File: src/rtl/dlfp16_pkg.sv
// Shared DLFloat16 execution-unit definitions: opcodes, sign-injection
// modes, opcode legality check and the command payload layout.
package dlfp16_pkg;

  localparam logic [3:0] OP_ADD    = 4'b0001;
  localparam logic [3:0] OP_SUB    = 4'b0010;
  localparam logic [3:0] OP_MUL    = 4'b0011;
  localparam logic [3:0] OP_MINMAX = 4'b0100;
  localparam logic [3:0] OP_SGNJ   = 4'b0101;

  localparam logic [1:0] SGNJ_NEG = 2'b00;
  localparam logic [1:0] SGNJ     = 2'b01;
  localparam logic [1:0] SGNJN    = 2'b10;
  localparam logic [1:0] SGNJX    = 2'b11;

  // Command payload; the tag travels alongside it because its width is a
  // per-instance parameter.
  typedef struct packed {
    logic [3:0]  op;
    logic [1:0]  sel;
    logic [15:0] a;
    logic [15:0] b;
  } dlfp16_cmd_t;

  function automatic logic is_legal_op(input logic [3:0] op);
    return (op >= OP_ADD) && (op <= OP_SGNJ);
  endfunction

endpackage

File: src/rtl/dlfp16_op_dispatch_if.sv
// Command / issue / response bundle of the DLFloat16 dispatch stage.
// master = command source and unit side, slave = dispatcher.
interface dlfp16_op_dispatch_if #(
  parameter int TAG_W = 4,
  parameter int DEPTH = 4
);
  localparam int CW = $clog2(DEPTH) + 1;

  logic              cmd_valid;
  logic              cmd_ready;
  logic [3:0]        cmd_op;
  logic [1:0]        cmd_sel;
  logic [15:0]       cmd_a;
  logic [15:0]       cmd_b;
  logic [TAG_W-1:0]  cmd_tag;
  logic              stall;
  logic              issue_valid;
  logic [3:0]        unit_ena;
  logic [1:0]        unit_sel;
  logic [15:0]       unit_in1;
  logic [15:0]       unit_in2;
  logic              rsp_valid;
  logic [TAG_W-1:0]  rsp_tag;
  logic              rsp_illegal;
  logic [CW-1:0]     fifo_count;

  modport master (
    output cmd_valid, cmd_op, cmd_sel, cmd_a, cmd_b, cmd_tag, stall,
    input  cmd_ready, issue_valid, unit_ena, unit_sel, unit_in1, unit_in2,
           rsp_valid, rsp_tag, rsp_illegal, fifo_count
  );

  modport slave (
    input  cmd_valid, cmd_op, cmd_sel, cmd_a, cmd_b, cmd_tag, stall,
    output cmd_ready, issue_valid, unit_ena, unit_sel, unit_in1, unit_in2,
           rsp_valid, rsp_tag, rsp_illegal, fifo_count
  );
endinterface

File: src/rtl/dlfp16_op_dispatch_cmd_fifo.sv
// Command FIFO for the dispatch stage: DEPTH x W storage with occupancy,
// full and empty flags. Pushes while full and pops while empty are ignored.
module dlfp16_cmd_fifo #(
  parameter int DEPTH = 4,
  parameter int W     = 8
) (
  input  logic                     clk,
  input  logic                     rst_n,
  input  logic                     push_i,
  input  logic                     pop_i,
  input  logic [W-1:0]             wdata_i,
  output logic [W-1:0]             rdata_o,
  output logic [$clog2(DEPTH):0]   count_o,
  output logic                     full_o,
  output logic                     empty_o
);
  localparam int AW = $clog2(DEPTH);
  localparam int CW = AW + 1;
  localparam logic [CW-1:0] FULL_CNT = CW'(DEPTH);

  logic [W-1:0]  mem_q [DEPTH];
  logic [AW-1:0] wr_ptr_q, rd_ptr_q;
  logic [CW-1:0] count_q, count_d;
  logic          do_push, do_pop;

  assign full_o  = (count_q == FULL_CNT);
  assign empty_o = (count_q == '0);
  assign do_push = push_i && !full_o;
  assign do_pop  = pop_i && !empty_o;
  assign rdata_o = mem_q[rd_ptr_q];
  assign count_o = count_q;

  // Occupancy update from the qualified push/pop pair
  always_comb begin
    count_d = count_q;
    case ({do_push, do_pop})
      2'b10:   count_d = count_q + CW'(1);
      2'b01:   count_d = count_q - CW'(1);
      default: count_d = count_q;
    endcase
  end

  // Storage array, written at the write pointer
  always_ff @(posedge clk) begin
    if (do_push) mem_q[wr_ptr_q] <= wdata_i;
  end

  // Pointers wrap naturally since DEPTH is a power of two
  always_ff @(posedge clk or negedge rst_n) begin
    if (!rst_n) begin
      wr_ptr_q <= '0;
      rd_ptr_q <= '0;
      count_q  <= '0;
    end else begin
      if (do_push) wr_ptr_q <= wr_ptr_q + AW'(1);
      if (do_pop)  rd_ptr_q <= rd_ptr_q + AW'(1);
      count_q <= count_d;
    end
  end
endmodule

File: src/rtl/dlfp16_op_dispatch.sv
// Issue stage in front of the DLFloat16 execution units: buffers commands,
// issues one per clock onto the unit bus and carries each tag through a
// latency-matched pipe so it lines up with the unit's registered result.
// Optional feature: define DLFP16_DISPATCH_BYPASS_EN to let a command
// arriving at an empty, unstalled FIFO load the issue register directly.
module dlfp16_op_dispatch
  import dlfp16_pkg::*;
#(
  parameter int DEPTH   = 4,
  parameter int TAG_W   = 4,
  parameter int LATENCY = 1
) (
  input logic                 clk,
  input logic                 rst_n,
  dlfp16_op_dispatch_if.slave bus
);
  localparam int CW    = $clog2(DEPTH) + 1;
  localparam int CMD_W = $bits(dlfp16_cmd_t);
  localparam int FW    = CMD_W + TAG_W;

  dlfp16_cmd_t      in_cmd, head_cmd, src_cmd;
  logic [TAG_W-1:0] head_tag, src_tag;
  logic [FW-1:0]    fifo_rdata;
  logic [CW-1:0]    fifo_count;
  logic             fifo_full, fifo_empty;
  logic             push, pop, bypass, fire, src_legal;
  logic             rdy_q;

  assign in_cmd               = {bus.cmd_op, bus.cmd_sel, bus.cmd_a, bus.cmd_b};
  assign {head_cmd, head_tag} = fifo_rdata;

  // cmd_ready is held low while in reset so every output reads 0 there
  always_ff @(posedge clk or negedge rst_n) begin
    if (!rst_n) rdy_q <= 1'b0;
    else        rdy_q <= 1'b1;
  end

  assign bus.cmd_ready = rdy_q && !fifo_full;

`ifdef DLFP16_DISPATCH_BYPASS_EN
  assign bypass = fifo_empty && !bus.stall && bus.cmd_valid && rdy_q;
`else
  assign bypass = 1'b0;
`endif

  // A bypassed command is consumed by the issue register, not stored
  assign push      = bus.cmd_valid && bus.cmd_ready && !bypass;
  assign pop       = !bus.stall && !fifo_empty;
  assign fire      = pop || bypass;
  assign src_cmd   = bypass ? in_cmd : head_cmd;
  assign src_tag   = bypass ? bus.cmd_tag : head_tag;
  assign src_legal = is_legal_op(src_cmd.op);

  dlfp16_cmd_fifo #(
    .DEPTH (DEPTH),
    .W     (FW)
  ) u_fifo (
    .clk     (clk),
    .rst_n   (rst_n),
    .push_i  (push),
    .pop_i   (pop),
    .wdata_i ({in_cmd, bus.cmd_tag}),
    .rdata_o (fifo_rdata),
    .count_o (fifo_count),
    .full_o  (fifo_full),
    .empty_o (fifo_empty)
  );

  assign bus.fifo_count = fifo_count;

  logic             issue_valid_q;
  logic [3:0]       unit_ena_q;
  logic [1:0]       unit_sel_q;
  logic [15:0]      unit_in1_q, unit_in2_q;
  logic             iss_v_q, iss_ill_q;
  logic [TAG_W-1:0] iss_tag_q;

  // Issue register: loaded every clock, unit bus zeroed when idle or illegal
  always_ff @(posedge clk or negedge rst_n) begin
    if (!rst_n) begin
      issue_valid_q <= 1'b0;
      unit_ena_q    <= '0;
      unit_sel_q    <= '0;
      unit_in1_q    <= '0;
      unit_in2_q    <= '0;
      iss_v_q       <= 1'b0;
      iss_tag_q     <= '0;
      iss_ill_q     <= 1'b0;
    end else begin
      issue_valid_q <= fire && src_legal;
      unit_ena_q    <= (fire && src_legal) ? src_cmd.op  : '0;
      unit_sel_q    <= (fire && src_legal) ? src_cmd.sel : '0;
      unit_in1_q    <= (fire && src_legal) ? src_cmd.a   : '0;
      unit_in2_q    <= (fire && src_legal) ? src_cmd.b   : '0;
      iss_v_q       <= fire;
      iss_tag_q     <= fire ? src_tag : '0;
      iss_ill_q     <= fire && !src_legal;
    end
  end

  assign bus.issue_valid = issue_valid_q;
  assign bus.unit_ena    = unit_ena_q;
  assign bus.unit_sel    = unit_sel_q;
  assign bus.unit_in1    = unit_in1_q;
  assign bus.unit_in2    = unit_in2_q;

  logic             pv_q   [LATENCY];
  logic [TAG_W-1:0] ptag_q [LATENCY];
  logic             pill_q [LATENCY];

  // Tracking pipe fed from the issue register, so the last stage updates on
  // the same edge as the unit's registered result; never stalls.
  always_ff @(posedge clk or negedge rst_n) begin
    if (!rst_n) begin
      for (int unsigned i = 0; i < unsigned'(LATENCY); i++) begin
        pv_q[i]   <= 1'b0;
        ptag_q[i] <= '0;
        pill_q[i] <= 1'b0;
      end
    end else begin
      pv_q[0]   <= iss_v_q;
      ptag_q[0] <= iss_tag_q;
      pill_q[0] <= iss_ill_q;
      for (int unsigned i = 1; i < unsigned'(LATENCY); i++) begin
        pv_q[i]   <= pv_q[i-1];
        ptag_q[i] <= ptag_q[i-1];
        pill_q[i] <= pill_q[i-1];
      end
    end
  end

  assign bus.rsp_valid   = pv_q[LATENCY-1];
  assign bus.rsp_tag     = ptag_q[LATENCY-1];
  assign bus.rsp_illegal = pill_q[LATENCY-1];
endmodule
File: src/flat_wrapper.sv
// flat-port wrapper written by rule: the top's interface ports become plain ports
module dlfp16_op_dispatch_flat import dlfp16_pkg::*;
#(
  parameter int DEPTH   = 4,
  parameter int TAG_W   = 4,
  parameter int LATENCY = 1
)
  (clk, rst_n, bus_cmd_valid, bus_cmd_op, bus_cmd_sel, bus_cmd_a, bus_cmd_b, bus_cmd_tag, bus_stall, bus_cmd_ready, bus_issue_valid, bus_unit_ena, bus_unit_sel, bus_unit_in1, bus_unit_in2, bus_rsp_valid, bus_rsp_tag, bus_rsp_illegal, bus_fifo_count);
  dlfp16_op_dispatch_if #(.TAG_W(TAG_W), .DEPTH(DEPTH)) bus_i ();
  input logic clk;
  input logic rst_n;
  input wire logic [$bits(bus_i.cmd_valid)-1:0] bus_cmd_valid;
  input wire logic [$bits(bus_i.cmd_op)-1:0] bus_cmd_op;
  input wire logic [$bits(bus_i.cmd_sel)-1:0] bus_cmd_sel;
  input wire logic [$bits(bus_i.cmd_a)-1:0] bus_cmd_a;
  input wire logic [$bits(bus_i.cmd_b)-1:0] bus_cmd_b;
  input wire logic [$bits(bus_i.cmd_tag)-1:0] bus_cmd_tag;
  input wire logic [$bits(bus_i.stall)-1:0] bus_stall;
  output wire logic [$bits(bus_i.cmd_ready)-1:0] bus_cmd_ready;
  output wire logic [$bits(bus_i.issue_valid)-1:0] bus_issue_valid;
  output wire logic [$bits(bus_i.unit_ena)-1:0] bus_unit_ena;
  output wire logic [$bits(bus_i.unit_sel)-1:0] bus_unit_sel;
  output wire logic [$bits(bus_i.unit_in1)-1:0] bus_unit_in1;
  output wire logic [$bits(bus_i.unit_in2)-1:0] bus_unit_in2;
  output wire logic [$bits(bus_i.rsp_valid)-1:0] bus_rsp_valid;
  output wire logic [$bits(bus_i.rsp_tag)-1:0] bus_rsp_tag;
  output wire logic [$bits(bus_i.rsp_illegal)-1:0] bus_rsp_illegal;
  output wire logic [$bits(bus_i.fifo_count)-1:0] bus_fifo_count;
  assign bus_i.cmd_valid = bus_cmd_valid;
  assign bus_i.cmd_op = bus_cmd_op;
  assign bus_i.cmd_sel = bus_cmd_sel;
  assign bus_i.cmd_a = bus_cmd_a;
  assign bus_i.cmd_b = bus_cmd_b;
  assign bus_i.cmd_tag = bus_cmd_tag;
  assign bus_i.stall = bus_stall;
  assign bus_cmd_ready = bus_i.cmd_ready;
  assign bus_issue_valid = bus_i.issue_valid;
  assign bus_unit_ena = bus_i.unit_ena;
  assign bus_unit_sel = bus_i.unit_sel;
  assign bus_unit_in1 = bus_i.unit_in1;
  assign bus_unit_in2 = bus_i.unit_in2;
  assign bus_rsp_valid = bus_i.rsp_valid;
  assign bus_rsp_tag = bus_i.rsp_tag;
  assign bus_rsp_illegal = bus_i.rsp_illegal;
  assign bus_fifo_count = bus_i.fifo_count;
  dlfp16_op_dispatch #(.DEPTH(DEPTH), .TAG_W(TAG_W), .LATENCY(LATENCY)) u_core (.clk(clk), .rst_n(rst_n), .bus(bus_i));
endmodule
File: config.mk
export PLATFORM = sky130hd
export DESIGN_NAME = dlfp16_op_dispatch_flat
export DESIGN_NICKNAME = d
export VERILOG_FILES = /design/src/rtl/dlfp16_pkg.sv /design/src/rtl/dlfp16_op_dispatch_if.sv /design/src/rtl/dlfp16_op_dispatch_cmd_fifo.sv /design/src/rtl/dlfp16_op_dispatch.sv /design/src/flat_wrapper.sv
export SDC_FILE = /design/constraint.sdc
export NUM_CORES = 1
export LEC_CHECK = 0
export CAP_MARGIN = 20
export CELL_PAD_IN_SITES_DETAIL_PLACEMENT = 0
export CELL_PAD_IN_SITES_GLOBAL_PLACEMENT = 1
export CORE_ASPECT_RATIO = 1.2
export CORE_UTILIZATION = 59
export CTS_CLUSTER_SIZE = 14
export DETAILED_ROUTE_END_ITERATION = 8
export DONT_BUFFER_PORTS = 1
export PLACE_DENSITY = 0.83
export RECOVER_POWER = 25
export SYNTH_ARGS = -nofsm -noshare
export SYNTH_HDL_FRONTEND = slang
export SYNTH_SLANG_ARGS = --single-unit
File: constraint.sdc
create_clock -name clk -period 5.2 [get_ports clk]
set_input_delay 0.78 -clock clk [delete_from_list [all_inputs] [get_ports clk]]
set_output_delay 0.78 -clock clk [all_outputs]
set_load 0.02 [all_outputs]
==> reports/results.tsv, run 1 <==
stage	metric	value	unit
sta	crit share post-route	0.593	
critical_path	endpoint class of the critical path	flop	
logic_synthesis	Synth Flop Type	edfxtp_1	
logic_synthesis	synthesized net count	420	
clock_network	CTS max path bufs	3	
place	placed cell areas	8540	sq um
grt	GRT Total Usage	0.200	
logic_synthesis	Distinct cells, synth	27	
worst_hold_path	Worst Hold Class	in2async	
sta	fmax	0.325	GHz
logic_synthesis	Avg Inst Size Synth	22.6	sq um
floorplanning	initial core utilization	0.604	
floorplanning	Core Rows	47	
drt	# DRC	0	
grt	busiest grt layer	met2	
sta	setup ws final	2.12	ns
power_and_ir_drop	Final Power	5.11	mW
power_and_ir_drop	Pint	3.68	mW
critical_path	Worst EP arrival	3.48	ns
sta	Worst Max-Slew Pin Slew	1.04	ns
floorplanning	Core Area	13800	sq um
clock_network	CTS tree	yes	
clock_network	cts bufs inserted	22	
grt	vias in the first global route	3694	
clock_network	H-tree depth	1	
sta	RSZ-0062 raised after global routing	false	
grt	GRT overflow	0	
logic_synthesis	sequential-to-total area share from yosys stat	0.784	
layout	Post-Layout Cell Count	569	
drt	Detailed Route WL	13400	um
drt	First-pass DRT Iterations	4	
power_and_ir_drop	Clk network pwr share	0.299	
grt	largest net degree at the start of global routing	60	
floorplanning	Chip Height	132	um
sta	WHS	0.160	ns
sta	min Tclk post-route	3.08	ns
place	dpl hpwl	7660	um
clock_network	clk slew on worst S/H paths	0.06	ns
place	worst slack, placed	1.99	ns
clock_network	Post-CTS Repair Setup Buffers	0	
drt	DR vias	3387	
power_and_ir_drop	leakage power	3.24	nW
power_and_ir_drop	P_sw	1.42	mW
critical_path	crit path launch type	flop	
layout	synthesis-to-finish area growth	11.7	%
grt	M2 GR Usage	0.324	
clock_network	Sink Count	227	
floorplanning	I/O Pins	95	
sta	Max Slew Vio Count	0	
grt	met3 usage	0.0672	
power_and_ir_drop	Pwr Density	550	nW/um^2
drt	DR vias/cell	5.95	
place	port bufs	0	
power_and_ir_drop	Peak VDD IR	0.000361	V
critical_path	CP Data Required Time	5.60	ns
drt	Routed Antenna Nets	0	
place	routability cong.	0.709	
sta	Max-slew headroom	0.307	
layout	Final Core Density	0.675	
clock_network	Clock Latency Late Sink	0.49	ns
power_and_ir_drop	part of the power in registers	0.517	
drt	starting DRC count in detailed routing	147	
run	max-cap viol count	0	
sta	final setup fails	0	
logic_synthesis	Synth Register Bits	227	
grt	grt met1 use	0.258	
grt	global-route wire length before repair	21100	um
layout	antenna diode count	0	
status	status	completed	
grt	initial antenna violation count	0	
sta	Final Skew	0.0124	ns
drt	WL/cell	23.5	um
layout	FF+latch area	6530	sq um
power_and_ir_drop	Comb power frac	0.184	
critical_path	Setup CP Type	reg2reg	
sta	final setup TNS	0	ns
floorplanning	Die W	110	um
layout	layout cells sized above 1	0.284	
logic_synthesis	share of synthesized registers carrying an async set or reset	0.260	
logic_synthesis	Ys Warns	0	
layout	final std cell area, no fill	9290	sq um
layout	Layout fillers	893	
power_and_ir_drop	sw frac	0.279	
sta	Hold Violations, Final	0	
logic_synthesis	Syn Inst Count	368	
logic_synthesis	Syn Std Cell Area	8310	sq um
layout	layout net count	434	
floorplanning	Die Area	14600	sq um
clock_network	CTS Root Cell	clkbuf_16	
logic_synthesis	Post-synth EDFFs	168	
layout	multi-input logic area	1670	sq um
place	Post-Place Cells	527	
critical_path	crit-path max FO	44	
==> area by class of cell <==
class                      instances  share of cell area
clock buffer                      28              0.0640
clock inverter                    12              0.0112
inverter                           8             0.00323
multi-input combinational        116               0.180
sequential                       227               0.703
tap                              171              0.0230
timing repair buffer               7              0.0159
==> worst paths after layout <==
check	from	to	cells after the start	slack (ns)
worst max-delay path	u_core.u_fifo.rd_ptr_q[0]	u_core.bus.unit_in2[15]	3	2.12
worst min-delay path	rst_n	u_core.bus.unit_in1[9]	1	0.16
worst max register to register	u_core.u_fifo.rd_ptr_q[0]	u_core.bus.unit_in2[15]	3	2.12
worst min register to register	u_core.iss_tag_q[0]	u_core.bus.rsp_tag[0]	0	0.35
max in group asynchronous	rst_n	u_core.u_fifo.rd_ptr_q[0]	1	4.76
min in group clk	u_core.iss_tag_q[0]	u_core.bus.rsp_tag[0]	0	0.35
==> critical path: stages (launching register included) <==
cell and delay, ns:
dfrtp_4 1.01, mux4_2 0.69, a2111o_2 0.90, nor3b_1 0.34
==> cells by family after synthesis <==
logic type,count (synthesis),synth area share
compound gates,6,0.00602
xor+xnor,6,0.00632
fa+ha+maj,6,0.00993
buf+inv,25,0.0163
flops,227,0.784
mux,43,0.115
other cells,2,0.000903
simple gates,53,0.0611
==> power groups by stage <==
| stage | clock network (mW) | logic (mW) | registers, mW |
|---|---|---|---|
| floorplan | 0 | 0.878 | 2.51 |
| finish | 1.52 | 0.941 | 2.64 |
| detailed placement | 0 | 0.888 | 2.73 |
| global placement | 0 | 0.842 | 2.73 |
| global route | 1.63 | 1.02 | 2.69 |
| CTS | 1.55 | 0.903 | 2.70 |
==> metal layers <==
| layer | wire (um) | up-vias |
|---|---|---|
| met5 | 0 | - |
| met4 | 220 | 0 |
| met3 | 1020 | 18 |
| li1 | - | 1475 |
| met1 | 5200 | 1791 |
| met2 | 6910 | 103 |
==> cell usage in the layout, fill, tap and decap left out, types with 3 or more instances in the layout <==
cell type	n
and2_1	4
and2_2	4
buf_12	6
clkbuf_1	5
clkbuf_16	23
clkinv_1	8
dfrtp_1	57
edfxtp_1	168
ha_1	5
inv_1	8
mux4_2	42
nor2_1	4
nor3b_1	9
nor3b_2	28
xnor2_1	3
xor2_1	3
==> registers in the layout (all words and copies together) (netlist names) <==
name / cells
u_core.bus.unit_in1: 16
u_core.u_fifo.wr_ptr_q: 2
u_core.bus.issue_valid: 1
u_core.rdy_q: 1
u_core.u_fifo.count_o: 3
u_core.iss_tag_q: 4
u_core.bus.rsp_illegal: 1
u_core.bus.unit_sel: 2
u_core.bus.unit_ena: 4
u_core.bus.unit_in2: 16
u_core.bus.rsp_valid: 1
u_core.u_fifo.mem_q: 168
u_core.iss_v_q: 1
u_core.bus.rsp_tag: 4
u_core.u_fifo.rd_ptr_q: 2
u_core.iss_ill_q: 1
==> repair_timing <==
item	CTS	global route
hold buffers	1	0
hold endpoints to repair	59	0
resized for setup	0	0
==> cells in the mapped netlist, drive strengths merged (2+ instances only) <==
master,count,area share
conb,2,0.00090
buf,8,0.0086
nor3b,37,0.050
nor3,2,0.0018
clkbuf,9,0.0041
xor2,3,0.0032
dfrtp,59,0.18
ha,5,0.0075
and2,8,0.0060
edfxtp,168,0.61
inv,8,0.0036
nor2,4,0.0018
xnor2,3,0.0032
mux4,42,0.11
Note: power is estimated with default switching activity, not from simulation.
==> inputs of run 2 (changes only) <==
Settings changed: CORE_UTILIZATION 59 to 55, PLACE_DENSITY 0.83 to 0.79.
Clock period 5.2 ns to 3 ns, I/O delays scaled along.
==> reports/results.tsv, run 2 (synthesis gave the netlist of run 1 again) <==
stage	metric	value	unit	change
power_and_ir_drop	Final Power	8.87	mW	+74%
critical_path	Worst EP arrival	2.87	ns	-0.61 ns
floorplanning	Die Area	15600	sq um	+7.1%
grt	grt met1 use	0.231		-0.0270
power_and_ir_drop	Peak VDD IR	0.000497	V	+37%
grt	vias in the first global route	3853		+4.3%
grt	GRT Total Usage	0.195		-0.00413
layout	Final Core Density	0.641		-0.0340
sta	final setup TNS	0	ns	unchanged
critical_path	endpoint class of the critical path	flop		
critical_path	crit path launch type	flop		
layout	Post-Layout Cell Count	602		+5.8%
sta	fmax	0.406	GHz	+25%
place	routability cong.	0.713		+0.47%
power_and_ir_drop	Pwr Density	949	nW/um^2	+73%
layout	largest register by flop count	u_core.u_fifo.mem_q		
critical_path	worst path cell trace	mux4_2 > a2111o_2 > buf_4 > nor3b_2		
grt	M2 GR Usage	0.347		+0.0231
grt	busiest grt layer	met2		
layout	layout net count	439		+1.2%
sta	final setup fails	0		unchanged
grt	met3 usage	0.0554		-0.0119
sta	Max-slew headroom	0.625		+0.318
place	dpl hpwl	8350	um	+9.0%
sta	WHS	0.0486	ns	-0.112 ns
layout	layout cells sized above 1	0.301		+0.0171
worst_hold_path	Min-Delay Startpoint	bus_cmd_b[5]		
critical_path	crit-path max FO	25		-43%
clock_network	Clock Latency Late Sink	0.49	ns	about the same
clock_network	Sink Count	227		unchanged
layout	final std cell area, no fill	9350	sq um	+0.71%
floorplanning	Core Rows	48		+2.1%
sta	min Tclk post-route	2.46	ns	-0.617 ns
clock_network	CTS max path bufs	3		unchanged
drt	WL/cell	23.7	um	+0.92%
grt	initial antenna violation count	0		unchanged
drt	starting DRC count in detailed routing	245		+67%
sta	setup ws final	0.535	ns	-1.58 ns
clock_network	cts bufs inserted	22		unchanged
sta	crit share post-route	0.822		+0.229
status	status	completed		
critical_path	CP Data Required Time	3.40	ns	-2.20 ns
floorplanning	Core Area	14600	sq um	+6.1%
power_and_ir_drop	leakage power	3.26	nW	+0.80%
clock_network	clk slew on worst S/H paths	0.06	ns	about the same
critical_path	Critical Path Max Stage Delay	0.65	ns	-0.36 ns
layout	synthesis-to-finish area growth	12.5	%	
clock_network	H-tree depth	1		unchanged
drt	DR vias	3475		+2.6%
floorplanning	initial core utilization	0.570		-0.0345
critical_path	kind of cell adding the most delay to the critical path	compound AO/OA/AOI/OAI gates		
layout	antenna diode count	0		unchanged
critical_path	WP buf/inv	1		+1
sta	Final Skew	0.0126	ns	+0.000141 ns
critical_path	CP max stage cell	a2111o_2		
critical_path	crit path launch	u_core.u_fifo.rd_ptr_q[0]		
sta	RSZ-0062 raised after global routing	false		
clock_network	CTS Root Cell	clkbuf_16		
clock_network	Post-CTS Repair Setup Buffers	0		unchanged
drt	Routed Antenna Nets	0		unchanged
run	max-cap viol count	0		unchanged
floorplanning	I/O Pins	95		unchanged
drt	First-pass DRT Iterations	4		unchanged
drt	Detailed Route WL	14300	um	+6.8%
layout	most frequent cells in the layout	edfxtp_1, dfrtp_1, mux4_2		
layout	max reg flops	168		unchanged
drt	# DRC	0		unchanged
sta	Max Slew Vio Count	0		unchanged
critical_path	Setup CP Type	reg2reg		
place	port bufs	0		unchanged
floorplanning	Die W	114	um	+3.5%
drt	DR vias/cell	5.77		-3.0%
grt	largest net degree at the start of global routing	60		unchanged
critical_path	Crit Reg-Reg Startpoint	u_core.u_fifo.rd_ptr_q[0]		
place	Post-Place Cells	561		+6.5%
sta	Worst Max-Slew Pin Slew	0.558	ns	-0.482 ns
place	placed cell areas	8610	sq um	+0.86%
clock_network	CTS tree	yes		
grt	GRT overflow	0		unchanged
grt	global-route wire length before repair	21900	um	+3.9%
place	worst slack, placed	0.520	ns	-1.47 ns
sta	Hold Violations, Final	0		unchanged
layout	commonest non-fill, non-tap cell in the layout	edfxtp_1		
worst_hold_path	Worst Hold Class	in2reg		
floorplanning	Chip Height	137	um	+3.5%
-- run 2: cell count changes in the layout (fill, tap and decap cells not counted), moves of 2 or more --
cell / change
clkbuf_8: +4
buf_4: +5
bufinv_16: -2
clkbuf_1: +2
clkinv_2: +2
clkinv_1: -7
-- run 2: worst reg2reg max path: stages, from the launching register on --
cell and delay, ns:
dfrtp_4 0.56, mux4_2 0.61, a2111o_2 0.65, buf_4 0.33, nor3b_2 0.23
-- run 2: what timing repair did --
item,CTS,global route
endpoints found under the setup margin,0,0
hold buffers,2,0
gates resized for setup,0,0
endpoints found under the hold margin,59,0
-- run 2: report_power, final --
group          switching, mW  total, mW  internal [mW]
logic                  0.927       1.85          0.923
clock network           1.05       2.60           1.55
registers              0.512       4.42           3.91
total                   2.49       8.87           6.39
-- run 2: worst paths after layout --
path                                        endpoint  slack (ns)  cells past startpoint
max                           u_core.bus.unit_in2[9]        0.54                      4
min                        u_core.u_fifo.mem_q[2][9]        0.05                      0
max reg2reg                   u_core.bus.unit_in2[9]        0.54                      4
min reg2reg                    u_core.bus.rsp_tag[3]        0.35                      0
max in group asynchronous  u_core.u_fifo.rd_ptr_q[0]        2.18                      2
min in group asynchronous           u_core.iss_ill_q        0.56                      2
-- run 2: final cells by class --
class                   instances  area [sq um]
clock buffers                  35           682
well taps                     200           250
repair buffers                 12           175
inverters                       8          30.0
fillers                       976          5240
clock inverters                 4          18.8
multi-input cells             116          1670
flip-flops and latches        227          6530
-- run 2: layer usage --
metal  vias up  share of wire
met5         -              0
met4         0          0.019
met3        27          0.067
met2       109           0.54
met1      1848           0.37
li1       1491              -
==> inputs of run 3 (changes only) <==
Clock period 3 ns to 2.55 ns, I/O delays scaled along.
==> reports/results.tsv, run 3 (synthesis gave the netlist of run 1 again) <==
stage	metric	value	unit	change
status	status	finished, violations left		
status	failing checks	max-capacitance violations, max-slew violations		
critical_path	crit path to	u_core.bus.unit_in2[13]		
layout	layout net count	485		+10%
place	Post-Place Cells	565		+0.71%
floorplanning	initial core utilization	0.570		unchanged
critical_path	CP Data Required Time	2.95	ns	-0.45 ns
layout	commonest non-fill, non-tap cell in the layout	edfxtp_1		
layout	antenna diode count	0		unchanged
critical_path	WP depth	4		unchanged
critical_path	Setup CP Type	reg2reg		
place	dpl hpwl	8320	um	-0.31%
drt	Routed Antenna Nets	0		unchanged
critical_path	WP buf/inv	1		unchanged
critical_path	crit-path max FO	13		-48%
power_and_ir_drop	Peak VDD IR	0.000775	V	+56%
clock_network	clk slew on worst S/H paths	0.06	ns	about the same
floorplanning	Chip Height	137	um	unchanged
power_and_ir_drop	Pwr Density	1080	nW/um^2	+14%
sta	final setup TNS	0	ns	unchanged
drt	Detailed Route WL	14200	um	-0.75%
floorplanning	Core Rows	48		unchanged
clock_network	Post-CTS Repair Setup Buffers	0		unchanged
clock_network	cts bufs inserted	22		unchanged
run	max-cap viol count	1		+1
critical_path	worst reg-to-reg path cell count	4		unchanged
place	port bufs	0		unchanged
drt	starting DRC count in detailed routing	198		-19%
power_and_ir_drop	P_sw	2.96	mW	+19%
drt	WL/cell	21.8	um	-7.9%
sta	final setup fails	0		unchanged
critical_path	worst path cell trace	mux4_2 > a2111o_2 > buf_4 > nor3b_2		
clock_network	Sink Count	227		unchanged
grt	initial antenna violation count	0		unchanged
drt	DR vias	3615		+4.0%
layout	max reg flops	168		unchanged
sta	Worst Max-Slew Pin Slew	1.60	ns	+1.04 ns
sta	fmax	0.436	GHz	+7.5%
place	routability cong.	0.698		-2.1%
worst_hold_path	Worst Hold Class	in2reg		
sta	RSZ-0062 raised after global routing	false		
clock_network	Clock Latency Late Sink	0.49	ns	about the same
sta	Hold Violations, Final	0		unchanged
drt	# DRC	0		unchanged
sta	min Tclk post-route	2.29	ns	-0.173 ns
layout	most frequent cells in the layout	edfxtp_1, dfrtp_1, dlygate4sd3_1		
sta	Max Slew Vio Count	60		+60
worst_hold_path	Hold Path Cell Cnt	2		+2
critical_path	reg2reg setup slack	0.26	ns	-0.28 ns
drt	First-pass DRT Iterations	4		unchanged
clock_network	CTS Root Cell	clkbuf_16		
critical_path	Crit Reg-Reg Startpoint	u_core.u_fifo.rd_ptr_q[0]		
floorplanning	Die W	114	um	unchanged
sta	crit share post-route	0.899		+0.0771
layout	Post-Layout Cell Count	649		+7.8%
critical_path	CP max stage cell	a2111o_2		
floorplanning	Die Area	15600	sq um	unchanged
critical_path	crit path launch	u_core.u_fifo.rd_ptr_q[0]		
grt	GRT Total Usage	0.197		+0.00161
clock_network	H-tree depth	1		unchanged
critical_path	R2R Path End	u_core.bus.unit_in2[13]		
clock_network	CTS max path bufs	3		unchanged
critical_path	kind of cell adding the most delay to the critical path	compound AO/OA/AOI/OAI gates		
grt	global-route wire length before repair	22400	um	+2.2%
grt	largest net degree at the start of global routing	60		unchanged
power_and_ir_drop	leakage power	3.44	nW	+5.4%
layout	largest register by flop count	u_core.u_fifo.mem_q		
floorplanning	Core Area	14600	sq um	unchanged
layout	synthesis-to-finish area growth	17.5	%	
sta	Max-slew headroom	-0.0666		-0.692
layout	layout cells sized above 1	0.276		-0.0248
power_and_ir_drop	Final Power	10.5	mW	+19%
grt	vias in the first global route	4025		+4.5%
power_and_ir_drop	Comb power frac	0.218		+0.010
floorplanning	I/O Pins	95		unchanged
power_and_ir_drop	Pint	7.57	mW	+19%
clock_network	post_cts resized	0		unchanged
sta	Final Skew	0.00801	ns	-0.00456 ns
power_and_ir_drop	Clk network pwr share	0.291		-0.002
critical_path	Critical Path Max Stage Delay	0.66	ns	about the same
clock_network	CTS tree	yes		
critical_path	crit path launch type	flop		
grt	GRT overflow	0		unchanged
power_and_ir_drop	sw frac	0.281		+0.000888
critical_path	endpoint class of the critical path	flop		
drt	DR vias/cell	5.57		-3.5%
power_and_ir_drop	part of the power in registers	0.491		-0.007
critical_path	Worst EP arrival	2.69	ns	-0.18 ns
## run 3: worst min-delay path by stage
stage,startpoint,end
3_5_place_dp,rst_n,u_core.bus.unit_in1[3]
4_1_cts,bus_stall,u_core.bus.unit_ena[2]
6_report,bus_stall,u_core.bus.unit_ena[2]
2_1_floorplan,rst_n,u_core.bus.issue_valid
5_1_grt,bus_stall,u_core.bus.unit_ena[2]
3_3_place_gp,rst_n,u_core.bus.unit_in1[5]
## run 3: through the flow
step | utilization | setup WS [ns] | hold WS [ns] | cell area [sq um]
after floorplan | - | 0.247 | 0.0869 | 8310
after global placement | 0.592 | 0.309 | 0.0888 | 8640
after detailed placement | 0.592 | 0.285 | 0.0887 | 8640
after CTS | 0.671 | 0.267 | 0.0659 | 9800
after global routing | 0.670 | 0.166 | 0.0788 | 9770
final | 0.670 | 0.258 | 0.0837 | 9770
## run 3: layout make-up
type                            count  area (sq um)
Tap cell                          200           250
Inverter                            8          30.0
Clock buffer                       34           637
Fill cell                         966          4820
Multi-Input combinational cell    116          1670
Timing Repair Buffer               58           603
Clock inverter                      6          56.3
Sequential cell                   227          6530
## run 3: power groups by stage
stage                     Combinational, mW  Clock [mW]  Sequential (mW)
after detailed placement               2.24           0             5.26
after floorplan                        1.79           0             5.12
after global routing                   2.52        3.28             5.24
final                                  2.29        3.07             5.18
after CTS                              2.36        3.14             5.19
after global placement                 2.20           0             5.23
## run 3: routing by layer
metal  part of all wire  global-route usage
met1               0.39               0.245
met2               0.55               0.352
met3              0.051              0.0376
met4              0.015              0.0599
met5                  0                   0
## run 3: timing repair
action | 4_1_cts | 5_1_grt
setup endpoints to repair | 0 | 0
hold buffers | 44 | 0
hold endpoints to repair | 227 | 0
## run 3: worst reg2reg max path, stage by stage (launching register included)
cell and delay (ns):
dfrtp_4 0.47, mux4_2 0.58, a2111o_2 0.67, buf_4 0.27, nor3b_2 0.22
